<file path="src/rtl/uart_tx_arbiter_if.sv">
// ============================================================================
// Module      : uart_tx_arbiter_if
// Description : Client-side and uart_tx-side handshake bundle of the arbiter.
// Revision    : 1.0  initial release
// ============================================================================
`default_nettype none

interface uart_tx_arbiter_if #(
  parameter int NUM_REQ = 3
);
  logic [NUM_REQ-1:0]   req;
  logic [NUM_REQ-1:0]   gnt;
  logic [NUM_REQ-1:0]   cli_tx_start;
  logic [8*NUM_REQ-1:0] cli_tx_data;
  logic [NUM_REQ-1:0]   cli_tx_busy;
  logic                 uart_tx_start;
  logic [7:0]           uart_tx_data;
  logic                 uart_tx_busy;

  // Arbiter side
  modport slave (
    input  req, cli_tx_start, cli_tx_data, uart_tx_busy,
    output gnt, cli_tx_busy, uart_tx_start, uart_tx_data
  );

  // Clients plus uart_tx side
  modport master (
    output req, cli_tx_start, cli_tx_data, uart_tx_busy,
    input  gnt, cli_tx_busy, uart_tx_start, uart_tx_data
  );
endinterface

`default_nettype wire

</file>
<file path="src/rtl/uart_tx_arbiter.sv">
// ============================================================================
// Module      : uart_tx_arbiter
// Description : Message-level round-robin arbiter sharing one uart_tx, with
//               an owner-stall watchdog.
// Revision    : 1.0  initial release
// ============================================================================
`default_nettype none

module uart_tx_arbiter #(
  parameter int NUM_REQ     = 3,
  parameter int ID_W        = 2,
  parameter int TIMEOUT_CYC = 50_000_000,
  parameter int TMO_W       = 26
) (
  input  logic            clk,
  input  logic            rst,
  uart_tx_arbiter_if.slave bus,
  output logic [ID_W-1:0] active_id,
  output logic            arb_busy,
  output logic            timeout_err
);

  typedef enum logic [1:0] {
    IDLE  = 2'd0,
    GRANT = 2'd1,
    DRAIN = 2'd2
  } state_t;

  localparam logic [TMO_W-1:0] TMO_LAST = TMO_W'((TIMEOUT_CYC > 0) ? (TIMEOUT_CYC - 1) : 0);

  state_t              state_q, state_d;
  logic [NUM_REQ-1:0]  gnt_q, gnt_d;
  logic [ID_W-1:0]     active_id_q, active_id_d;
  logic [ID_W-1:0]     rr_ptr_q, rr_ptr_d;
  logic [NUM_REQ-1:0]  lockout_q, lockout_d;
  logic                start_pend_q, start_pend_d;
  logic                uart_tx_start_q, uart_tx_start_d;
  logic [7:0]          uart_tx_data_q, uart_tx_data_d;
  logic                timeout_err_q, timeout_err_d;
  logic [TMO_W-1:0]    tmo_cnt_q, tmo_cnt_d;

  logic                owner_req;
  logic                owner_start;
  logic [7:0]          owner_byte;
  logic                owner_busy;
  logic                fwd;
  logic [NUM_REQ-1:0]  eligible;
  logic                pick_found;
  logic [ID_W-1:0]     pick_idx;
  int                  best_dist;

  // Owner view muxed by loop so no index ever leaves 0..NUM_REQ-1
  always_comb begin
    owner_req   = 1'b0;
    owner_start = 1'b0;
    owner_byte  = 8'h00;
    for (int i = 0; i < NUM_REQ; i++) begin
      if (active_id_q == ID_W'(i)) begin
        owner_req   = bus.req[i];
        owner_start = bus.cli_tx_start[i];
        owner_byte  = bus.cli_tx_data[8*i +: 8];
      end
    end
  end

  // start_pend bridges the gap between our strobe and uart_tx raising busy
  assign owner_busy = bus.uart_tx_busy | start_pend_q | uart_tx_start_q;
  assign fwd        = (state_q == GRANT) && owner_start && !owner_busy;
  assign eligible   = bus.req & ~lockout_q;

  // Round-robin pick: smallest distance after rr_ptr wins
  always_comb begin
    pick_found = 1'b0;
    pick_idx   = rr_ptr_q;
    best_dist  = NUM_REQ;
    for (int i = 0; i < NUM_REQ; i++) begin
      if (eligible[i] &&
          (((i + 2*NUM_REQ - 1 - int'(rr_ptr_q)) % NUM_REQ) < best_dist)) begin
        best_dist  = (i + 2*NUM_REQ - 1 - int'(rr_ptr_q)) % NUM_REQ;
        pick_found = 1'b1;
        pick_idx   = ID_W'(i);
      end
    end
  end

  always_comb begin
    state_d         = state_q;
    gnt_d           = gnt_q;
    active_id_d     = active_id_q;
    rr_ptr_d        = rr_ptr_q;
    lockout_d       = lockout_q & bus.req;
    start_pend_d    = start_pend_q;
    uart_tx_start_d = 1'b0;
    uart_tx_data_d  = uart_tx_data_q;
    timeout_err_d   = 1'b0;
    tmo_cnt_d       = tmo_cnt_q;

    if (fwd) begin
      uart_tx_start_d = 1'b1;
      uart_tx_data_d  = owner_byte;
      start_pend_d    = 1'b1;
    end else if (bus.uart_tx_busy) begin
      start_pend_d = 1'b0;
    end

    case (state_q)
      IDLE: begin
        if (pick_found && !bus.uart_tx_busy) begin
          for (int i = 0; i < NUM_REQ; i++) begin
            gnt_d[i] = (pick_idx == ID_W'(i));
          end
          active_id_d = pick_idx;
          tmo_cnt_d   = '0;
          state_d     = GRANT;
        end
      end
      GRANT: begin
        if (fwd) begin
          tmo_cnt_d = '0;
        end else if (!owner_busy && !owner_start) begin
          if ((TIMEOUT_CYC != 0) && (tmo_cnt_q == TMO_LAST)) begin
            timeout_err_d = 1'b1;
            lockout_d     = lockout_d | (gnt_q & bus.req);
            state_d       = DRAIN;
          end else if (tmo_cnt_q != '1) begin
            tmo_cnt_d = tmo_cnt_q + 1'b1;
          end
        end
        if (!owner_req) begin
          state_d = DRAIN;
        end
      end
      DRAIN: begin
        if (!bus.uart_tx_busy && !start_pend_q && !uart_tx_start_q) begin
          gnt_d    = '0;
          rr_ptr_d = active_id_q;
          state_d  = IDLE;
        end
      end
      default: begin
        state_d = IDLE;
      end
    endcase
  end

  always_ff @(posedge clk or posedge rst) begin
    if (rst) begin
      state_q         <= IDLE;
      gnt_q           <= '0;
      active_id_q     <= '0;
      rr_ptr_q        <= ID_W'(NUM_REQ - 1);
      lockout_q       <= '0;
      start_pend_q    <= 1'b0;
      uart_tx_start_q <= 1'b0;
      uart_tx_data_q  <= 8'h00;
      timeout_err_q   <= 1'b0;
      tmo_cnt_q       <= '0;
    end else begin
      state_q         <= state_d;
      gnt_q           <= gnt_d;
      active_id_q     <= active_id_d;
      rr_ptr_q        <= rr_ptr_d;
      lockout_q       <= lockout_d;
      start_pend_q    <= start_pend_d;
      uart_tx_start_q <= uart_tx_start_d;
      uart_tx_data_q  <= uart_tx_data_d;
      timeout_err_q   <= timeout_err_d;
      tmo_cnt_q       <= tmo_cnt_d;
    end
  end

  generate
    for (genvar gi = 0; gi < NUM_REQ; gi++) begin : g_cli_busy
      assign bus.cli_tx_busy[gi] = !((state_q == GRANT) && gnt_q[gi]) || owner_busy;
    end
  endgenerate

  assign bus.gnt           = gnt_q;
  assign bus.uart_tx_start = uart_tx_start_q;
  assign bus.uart_tx_data  = uart_tx_data_q;
  assign active_id         = active_id_q;
  assign arb_busy          = (state_q != IDLE);
  assign timeout_err       = timeout_err_q;

endmodule

`default_nettype wire

</file>
<file path="src/flat_wrapper.sv">
// flat-port wrapper written by rule: the top's interface ports become plain ports
module uart_tx_arbiter_flat 
#(
  parameter int NUM_REQ     = 3,
  parameter int ID_W        = 2,
  parameter int TIMEOUT_CYC = 50_000_000,
  parameter int TMO_W       = 26
)
  (clk, rst, active_id, arb_busy, timeout_err, bus_req, bus_cli_tx_start, bus_cli_tx_data, bus_uart_tx_busy, bus_gnt, bus_cli_tx_busy, bus_uart_tx_start, bus_uart_tx_data);
  uart_tx_arbiter_if #(.NUM_REQ(NUM_REQ)) bus_i ();
  input  logic clk;
  input  logic rst;
  output logic [ID_W-1:0] active_id;
  output logic arb_busy;
  output logic timeout_err;
  input wire logic [$bits(bus_i.req)-1:0] bus_req;
  input wire logic [$bits(bus_i.cli_tx_start)-1:0] bus_cli_tx_start;
  input wire logic [$bits(bus_i.cli_tx_data)-1:0] bus_cli_tx_data;
  input wire logic [$bits(bus_i.uart_tx_busy)-1:0] bus_uart_tx_busy;
  output wire logic [$bits(bus_i.gnt)-1:0] bus_gnt;
  output wire logic [$bits(bus_i.cli_tx_busy)-1:0] bus_cli_tx_busy;
  output wire logic [$bits(bus_i.uart_tx_start)-1:0] bus_uart_tx_start;
  output wire logic [$bits(bus_i.uart_tx_data)-1:0] bus_uart_tx_data;
  assign bus_i.req = bus_req;
  assign bus_i.cli_tx_start = bus_cli_tx_start;
  assign bus_i.cli_tx_data = bus_cli_tx_data;
  assign bus_i.uart_tx_busy = bus_uart_tx_busy;
  assign bus_gnt = bus_i.gnt;
  assign bus_cli_tx_busy = bus_i.cli_tx_busy;
  assign bus_uart_tx_start = bus_i.uart_tx_start;
  assign bus_uart_tx_data = bus_i.uart_tx_data;
  uart_tx_arbiter #(.NUM_REQ(NUM_REQ), .ID_W(ID_W), .TIMEOUT_CYC(TIMEOUT_CYC), .TMO_W(TMO_W)) u_core (.clk(clk), .rst(rst), .bus(bus_i), .active_id(active_id), .arb_busy(arb_busy), .timeout_err(timeout_err));
endmodule
</file>
<file path="config.mk">
export PLATFORM = sky130hd
export DESIGN_NAME = uart_tx_arbiter_flat
export DESIGN_NICKNAME = d
export VERILOG_FILES = /design/src/rtl/uart_tx_arbiter_if.sv /design/src/rtl/uart_tx_arbiter.sv /design/src/flat_wrapper.sv
export SDC_FILE = /design/constraint.sdc
export NUM_CORES = 1
export LEC_CHECK = 0
export BUFFER_PORTS_ARGS = -buffer_cell sky130_fd_sc_hd__clkbuf_2
export CAP_MARGIN = 20
export CORE_ASPECT_RATIO = 0.75
export CORE_MARGIN = 3
export CORE_UTILIZATION = 32
export CTS_BUF_LIST = sky130_fd_sc_hd__clkbuf_4 sky130_fd_sc_hd__clkbuf_8
export DETAILED_ROUTE_END_ITERATION = 12
export PLACE_DENSITY = 0.6
export REMOVE_ABC_BUFFERS = 1
export SYNTH_ARGS = -nofsm -noshare
export SYNTH_HDL_FRONTEND = slang
export SYNTH_SLANG_ARGS = --single-unit
</file>
<file path="constraint.sdc">
create_clock -name clk -period 5.8 [get_ports clk]
set_clock_uncertainty 0.2 [all_clocks]
set_input_delay 0.58 -clock clk [delete_from_list [all_inputs] [get_ports clk]]
set_output_delay 0.58 -clock clk [all_outputs]
set_load 0.05 [all_outputs]
</file>
Word-level counts from Yosys, hierarchy flattened
Index checks and enable logic that the tools add are counted.

Word-level logic and storage cells: 122. Bits in registers: 49.

Mux-type cells: 44. Reductions and logical operators: 35. Add/subtract/negate cells: 4. Bitwise operators: 7. Magnitude comparators: 3. Equal/unequal tests: 16. Div/mod/pow operators: 3.

Operators by type and width (number): 26-bit 2-to-1 mux (5); 32-bit by 3-bit remainder unit with 32-bit output (second input constant) (3); 32-bit less-than comparator (2); 32-bit 2-to-1 mux (2); 26-bit one-hot mux with 2 select lines (1); 32-bit by 3-bit less-than comparator with 1-bit output (second input constant) (1); 26-bit by 1-bit adder with 26-bit output (second input constant) (1); 26-bit == test (second input constant) (1); 26-bit != test (second input constant) (1); 8-bit 2-to-1 mux (3); 2-bit 2-to-1 mux (9); 3-bit 2-to-1 mux (6); 1-bit 2-to-1 mux (16); 1-bit logical AND (12); 3-bit by 2-bit subtractor with 4-bit output (first input constant) (3); 5-bit AND reduction (2); 3-bit bitwise AND (3); 3-bit != test (second input constant) (3); 1-bit logical NOT (8); 2-bit nonzero test (4); 2-bit by 1-bit == test with 1-bit output (second input constant) (3); 2-bit == test (second input constant) (3); 2-bit logical NOT (3); 3-bit by 1-bit != test with 1-bit output (second input constant) (2); other kinds (10) (15).

Depth between registers and ports, before layout
Word-level depth: 14. Depth in mapped cells: 24. Gate-level depth less buffers: 20.

Least setup slack after synthesis
Ideal clock, no wire load.

Path kind: input-to-reg. Start point: input bus_req[0]. End point: register u_core.tmo_cnt_q[11]. Library setup time: 0.118 ns. Arrival: 5.252 ns. Setup slack: 0.230 ns. Stages on the path: 22. Path through: or2b_1 > nor2_1 > nand2_1 > ha_1 > a21o_1 > a221o_1 > o311ai_4 > a21oi_1 > clkbuf_1 > nand3_1 > a21boi_0 > ha_1 > o21ai_0 > nor4b_1 > o221ai_1 > a311oi_2 > a31o_1 > a311oi_4 > or2_1 > buf_6 > buf_12 > a21o_1.

Cells in the longest elaborated chain, start to end: 12.

Ends and longest elaborated chain: from (decl) (RTL line flat_wrapper.sv:16) `input wire logic [$bits(bus_i.req)-1:0] bus_req;`; 3-bit bitwise AND * (RTL line uart_tx_arbiter.sv:69) `assign eligible = bus.req & ~lockout_q;`; 1-bit logical AND * (RTL line uart_tx_arbiter.sv:77) `if (eligible[i] &&`; 32-bit 2-to-1 mux (RTL line uart_tx_arbiter.sv:77); 32-bit less-than comparator (RTL line uart_tx_arbiter.sv:78) `(((i + 2*NUM_REQ - 1 - int'(rr_ptr_q)) % NUM_REQ) < best_dist)) begin`; 1-bit logical AND (RTL line uart_tx_arbiter.sv:77); 32-bit 2-to-1 mux (RTL line uart_tx_arbiter.sv:77); 32-bit less-than comparator (RTL line uart_tx_arbiter.sv:78); 1-bit logical AND (RTL line uart_tx_arbiter.sv:77); 1-bit 2-to-1 mux * (RTL line uart_tx_arbiter.sv:77); 1-bit logical AND * (RTL line uart_tx_arbiter.sv:108) `if (pick_found && !bus.uart_tx_busy) begin`; 2-bit by 1-bit != test with 1-bit output (no line) *; 5-bit AND reduction (no line) *; to (signal assigned) (RTL line uart_tx_arbiter.sv:168) `tmo_cnt_q <= tmo_cnt_d;`; to (decl) (RTL line uart_tx_arbiter.sv:40) `logic [TMO_W-1:0] tmo_cnt_q, tmo_cnt_d;`.

Mark *: on every way between the ends. The rest lies on a longest branch, timed or not. A chain may end at the register's enable or synchronous reset.

Final worst setup path
Start point: register u_core.rr_ptr_q[1]. End point: register u_core.tmo_cnt_q[12].

Cells in the longest elaborated chain, start to end: 14.

Ends and longest elaborated chain: from (decl) (RTL line uart_tx_arbiter.sv:34) `logic [ID_W-1:0] rr_ptr_q, rr_ptr_d;`; from (signal assigned) (RTL line uart_tx_arbiter.sv:151) `rr_ptr_q <= ID_W'(NUM_REQ - 1);`; from (signal assigned) (RTL line uart_tx_arbiter.sv:162) `rr_ptr_q <= rr_ptr_d;`; 3-bit by 2-bit subtractor with 4-bit output (RTL line uart_tx_arbiter.sv:78, uart_tx_arbiter.sv:79); 32-bit by 3-bit remainder unit with 32-bit output (RTL line uart_tx_arbiter.sv:78, uart_tx_arbiter.sv:79); 32-bit by 3-bit less-than comparator with 1-bit output (RTL line uart_tx_arbiter.sv:78); 1-bit logical AND (RTL line uart_tx_arbiter.sv:77); 32-bit 2-to-1 mux (RTL line uart_tx_arbiter.sv:77); 32-bit less-than comparator (RTL line uart_tx_arbiter.sv:78); 1-bit logical AND (RTL line uart_tx_arbiter.sv:77); 32-bit 2-to-1 mux (RTL line uart_tx_arbiter.sv:77); 32-bit less-than comparator (RTL line uart_tx_arbiter.sv:78); 1-bit logical AND (RTL line uart_tx_arbiter.sv:77); 1-bit 2-to-1 mux * (RTL line uart_tx_arbiter.sv:77); 1-bit logical AND * (RTL line uart_tx_arbiter.sv:108); 2-bit by 1-bit != test with 1-bit output (no line) *; 5-bit AND reduction (no line) *.

Marked as above.

==> impl_metrics.py <==
metrics = {
    "die": {
        "initial_core_util": 0.333,
        "io_pins": 52,
        "coreArea_mm2": 0.0111,
        "dieArea_mm2": 0.0129,
        "fp-row-count": 33,
        "die_y_um": 99.2,
        "die_x_um": 130,
    },
    "synthesis": {
        "yosys.area.top_type": "dfrtp_1",
        "synth_top_family_by_area": "compound AO/OA/AOI/OAI gates",
        "seq_area_frac_synth": 0.331,
        "syn-instance-count": 431,
        "synthTopCellsByArea": "dfrtp_1 (32%), ha_1 (10%), nand2_1 (4.7%)",
        "synth_xor_area_frac": 0,
        "synth_cell_type_count": 60,
        "synth_compound_area_frac": 0.254,
        "synthesis.area_mm2": 0.00370,
        "synth_top_area_frac": 0.324,
        "synth_fa_ha_area_frac": 0.101,
        "synth_top_flop_cell": "dfrtp_1",
        "ys_warn_count": 0,
        "synth_edf_count": 0,
        "async_flop_share": 1.00,
        "synth_mux_area_frac": 0.0334,
        "syn_area_per_cell_um2": 8.59,
        "ys_ff_latch": 49,
        "synth-simple-area-share": 0.241,
    },
    "place": {
        "pre_cts_slack_ns": 0.103,
        "place.port_buffers": 51,
        "finalWeightedCongestion": 0.861,
        "dpl-instance-area_mm2": 0.00412,
        "place_hpwl_mm": 7.29,
    },
    "timing": {
        "fin_crit_sh": 0.943,
        "worst_slack_ns": 0.332,
        "slew_violations": 0,
        "rsz0062_at_grt": "false",
        "tns_ns": 0,
        "post-route-min-period_ns": 5.47,
        "tightest_slew_ns": 0.706,
        "setup_violations": 0,
        "hold_viol": 0,
        "fmax_mhz": 183,
        "slew_headroom": 0.529,
    },
    "power_and_ir_drop": {
        "p_int_w": 0.000946,
        "switching_share": 0.502,
        "power_density_mw_per_mm2": 445,
        "p_leak_nw": 2.03,
        "seqPwrFrac": 0.268,
        "power.switching_w": 0.000956,
        "clkPwrFrac": 0.137,
        "combPwrFrac": 0.595,
        "peakVddDrop_mv": 0.262,
    },
    "routing": {
        "drt-vias-per-instance": 5.47,
        "drtAntennaViolNets": 0,
        "num_vias": 3412,
        "dr.pass1.iters": 5,
        "wl_per_cell_um": 15.3,
        "first_iter_violations": 259,
        "route.detailed.drc": 0,
        "drt-total-wl_mm": 9.53,
    },
    "setup_path": {
        "worst-path-buf-inv": 2,
        "reg2reg_to": "u_core.tmo_cnt_q[12]$_DFFE_PP0P_",
        "worstPathRequired_ns": 5.80,
        "startpoint_type": "flop",
        "reg2reg_setup_slack_ns": 0.33,
        "critical_path.top_delay_family": "compound AO/OA/AOI/OAI gates",
        "arrival_ns": 5.47,
        "cpPeakStageDelay_ns": 0.62,
        "cp-end-kind": "flop",
        "crit_fanout": 15,
        "crit_slowest_cell": "dfstp_2",
        "crit_chain": "ha_1 > nand2_1 > ha_1 > a21o_1 > a221o_1 > o311ai_4 > a21oi_1 > inv_1 > a21boi_0 > ha_1 > o21ai_0 > nor4b_1 > o221ai_1 > a311oi_2 > a31o_1 > a311oi_4 > or2_1 > buf_4 > a211o_1",
        "rr_worst_depth": 19,
        "crit_type": "flop to flop",
        "r2r_start": "u_core.rr_ptr_q[1]$_DFFE_PP1P_",
        "cpMostUsedCell": "ha_1",
    },
    "finish": {
        "fillers": 1089,
        "area_delta_synth_final_pct": 15.4,
        "nets": 546,
        "antenna_cells": 0,
        "final_cell_mix": "clkbuf_2 (51), dfrtp_1 (48), nand2_1 (46), nand3_1 (32), nor2_1 (32)",
        "mostFrequentLayoutCell": "clkbuf_2",
        "layout-drive-gt1-share": 0.186,
        "design_area_mm2": 0.00427,
    },
    "global_routing": {
        "antenna_found_initial": 0,
        "overflow": 0,
        "grt_pass1_wl_mm": 16.2,
        "first_global_vias": 3289,
        "grt_max_degree": 50,
        "grt_usage": 0.152,
    },
    "outcome": {
        "status": "completed",
    },
    "clock_tree": {
        "cts_buffers": 5,
        "cts.htree.levels": 2,
        "cts_tree": "yes",
        "cts.clk_slew.worst_paths_ns": 0.10,
        "cts_sinks": 49,
        "clock-root-buffer": "clkbuf_8",
        "cts_setup_buffers": 0,
        "clkLatencyLatePin_ns": 0.31,
        "clockBufferDepth": 2,
    },
    "run": {
        "cap_violations": 0,
    },
    "hold_path": {
        "worst_hold_path_type": "input port to asynchronous set/reset pin",
    },
}
[metrics by stage]
step	power, W	hold slack (ns)	util	std cells
detailed placement	0.00163	0.269	0.371	615
global route	0.00205	0.150	0.385	624
floorplan	0.00131	0.251	-	415
global placement	0.00161	0.260	0.371	615
finish	0.00190	0.117	0.385	624
CTS	0.00190	0.293	0.381	623
[repair_timing]
action | 4_1_cts | 5_1_grt
setup endpoints to repair | 0 | 24
gates resized for setup | 0 | 3
hold buffers | 0 | 0
[state kept, by name (all words and copies together), names as in the netlist]
register,flops
u_core.start_pend_q,1
u_core.rr_ptr_q,2
u_core.bus.gnt,3
u_core.lockout_q,3
u_core.state_q,2
u_core.active_id,2
u_core.bus.uart_tx_start,1
u_core.bus.uart_tx_data,8
u_core.tmo_cnt_q,26
u_core.timeout_err,1
[cell families (layout without fill, tap and decap cells)]
logic type / count (synthesis) / after routing
AO/OA/AOI/OAI: 130 / 130
adder cells (fa/ha/maj): 30 / 30
buffers and inverters: 31 / 83
flip-flops: 49 / 49
multiplexers: 12 / 12
other: 1 / 2
AND/OR/NAND/NOR: 178 / 178
[cell usage after synthesis (2+ instances only)]
cell type,count
dfrtp_1,48
nand2_1,46
nand3_1,33
nor2_1,32
ha_1,30
a21oi_1,26
o21ai_0,25
a21o_1,17
clkbuf_1,14
inv_1,14
o31ai_1,14
nor2b_1,13
nand4_1,10
nor3_1,10
mux2i_1,9
and2_1,7
a21boi_0,6
and3_1,6
o211ai_1,5
or2_2,5
and4_1,4
o41ai_1,4
a2111oi_0,3
a22oi_1,3
a31oi_1,3
mux2_2,3
a211o_1,2
a211oi_1,2
a311oi_2,2
nor4_1,2
o21a_1,2
o22ai_1,2
o2bb2ai_2,2
[power groups by stage]
| stage | sequential, W | clock (W) | combinational (W) |
|---|---|---|---|
| 6_report | 0.000510 | 0.000261 | 0.00113 |
| 5_1_grt | 0.000524 | 0.000284 | 0.00124 |
| 4_1_cts | 0.000509 | 0.000271 | 0.00112 |
| 3_5_place_dp | 0.000513 | 0 | 0.00112 |
| 3_3_place_gp | 0.000513 | 0 | 0.00110 |
| 2_1_floorplan | 0.000623 | 0 | 0.000683 |
[layout make-up]
cell class,instances,area (um^2),area share
multi-input combinational,352,2350,0.550
tap,140,175,0.0410
clock inverter,3,50.0,0.0117
sequential,49,1230,0.287
timing repair buffer,61,350,0.0820
clock buffer,5,68.8,0.0161
inverter,14,52.6,0.0123
[worst max-delay path by stage]
stage | cells past startpoint | startpoint | end
6_report | 19 | u_core.rr_ptr_q[1]$_DFFE_PP1P_ | u_core.tmo_cnt_q[12]$_DFFE_PP0P_
3_5_place_dp | 21 | bus_req[0] | u_core.tmo_cnt_q[12]$_DFFE_PP0P_
4_1_cts | 20 | u_core.rr_ptr_q[1]$_DFFE_PP1P_ | u_core.tmo_cnt_q[12]$_DFFE_PP0P_
3_3_place_gp | 21 | bus_req[0] | u_core.tmo_cnt_q[12]$_DFFE_PP0P_
2_1_floorplan | 19 | bus_req[0] | u_core.tmo_cnt_q[12]$_DFFE_PP0P_
5_1_grt | 19 | u_core.rr_ptr_q[1]$_DFFE_PP1P_ | u_core.tmo_cnt_q[12]$_DFFE_PP0P_
[layer usage]
metal / track usage / share of wire / up-vias / wire length [um]
li1: - / - / 1707 / -
met1: 0.240 / 0.54 / 1611 / 5130
met4: 0.0319 / 0.0052 / 0 / 50
met5: 0 / 0 / - / 0
met3: 0.0215 / 0.048 / 2 / 457
met2: 0.219 / 0.41 / 92 / 3890
Power figures use the tool's default switching activity.
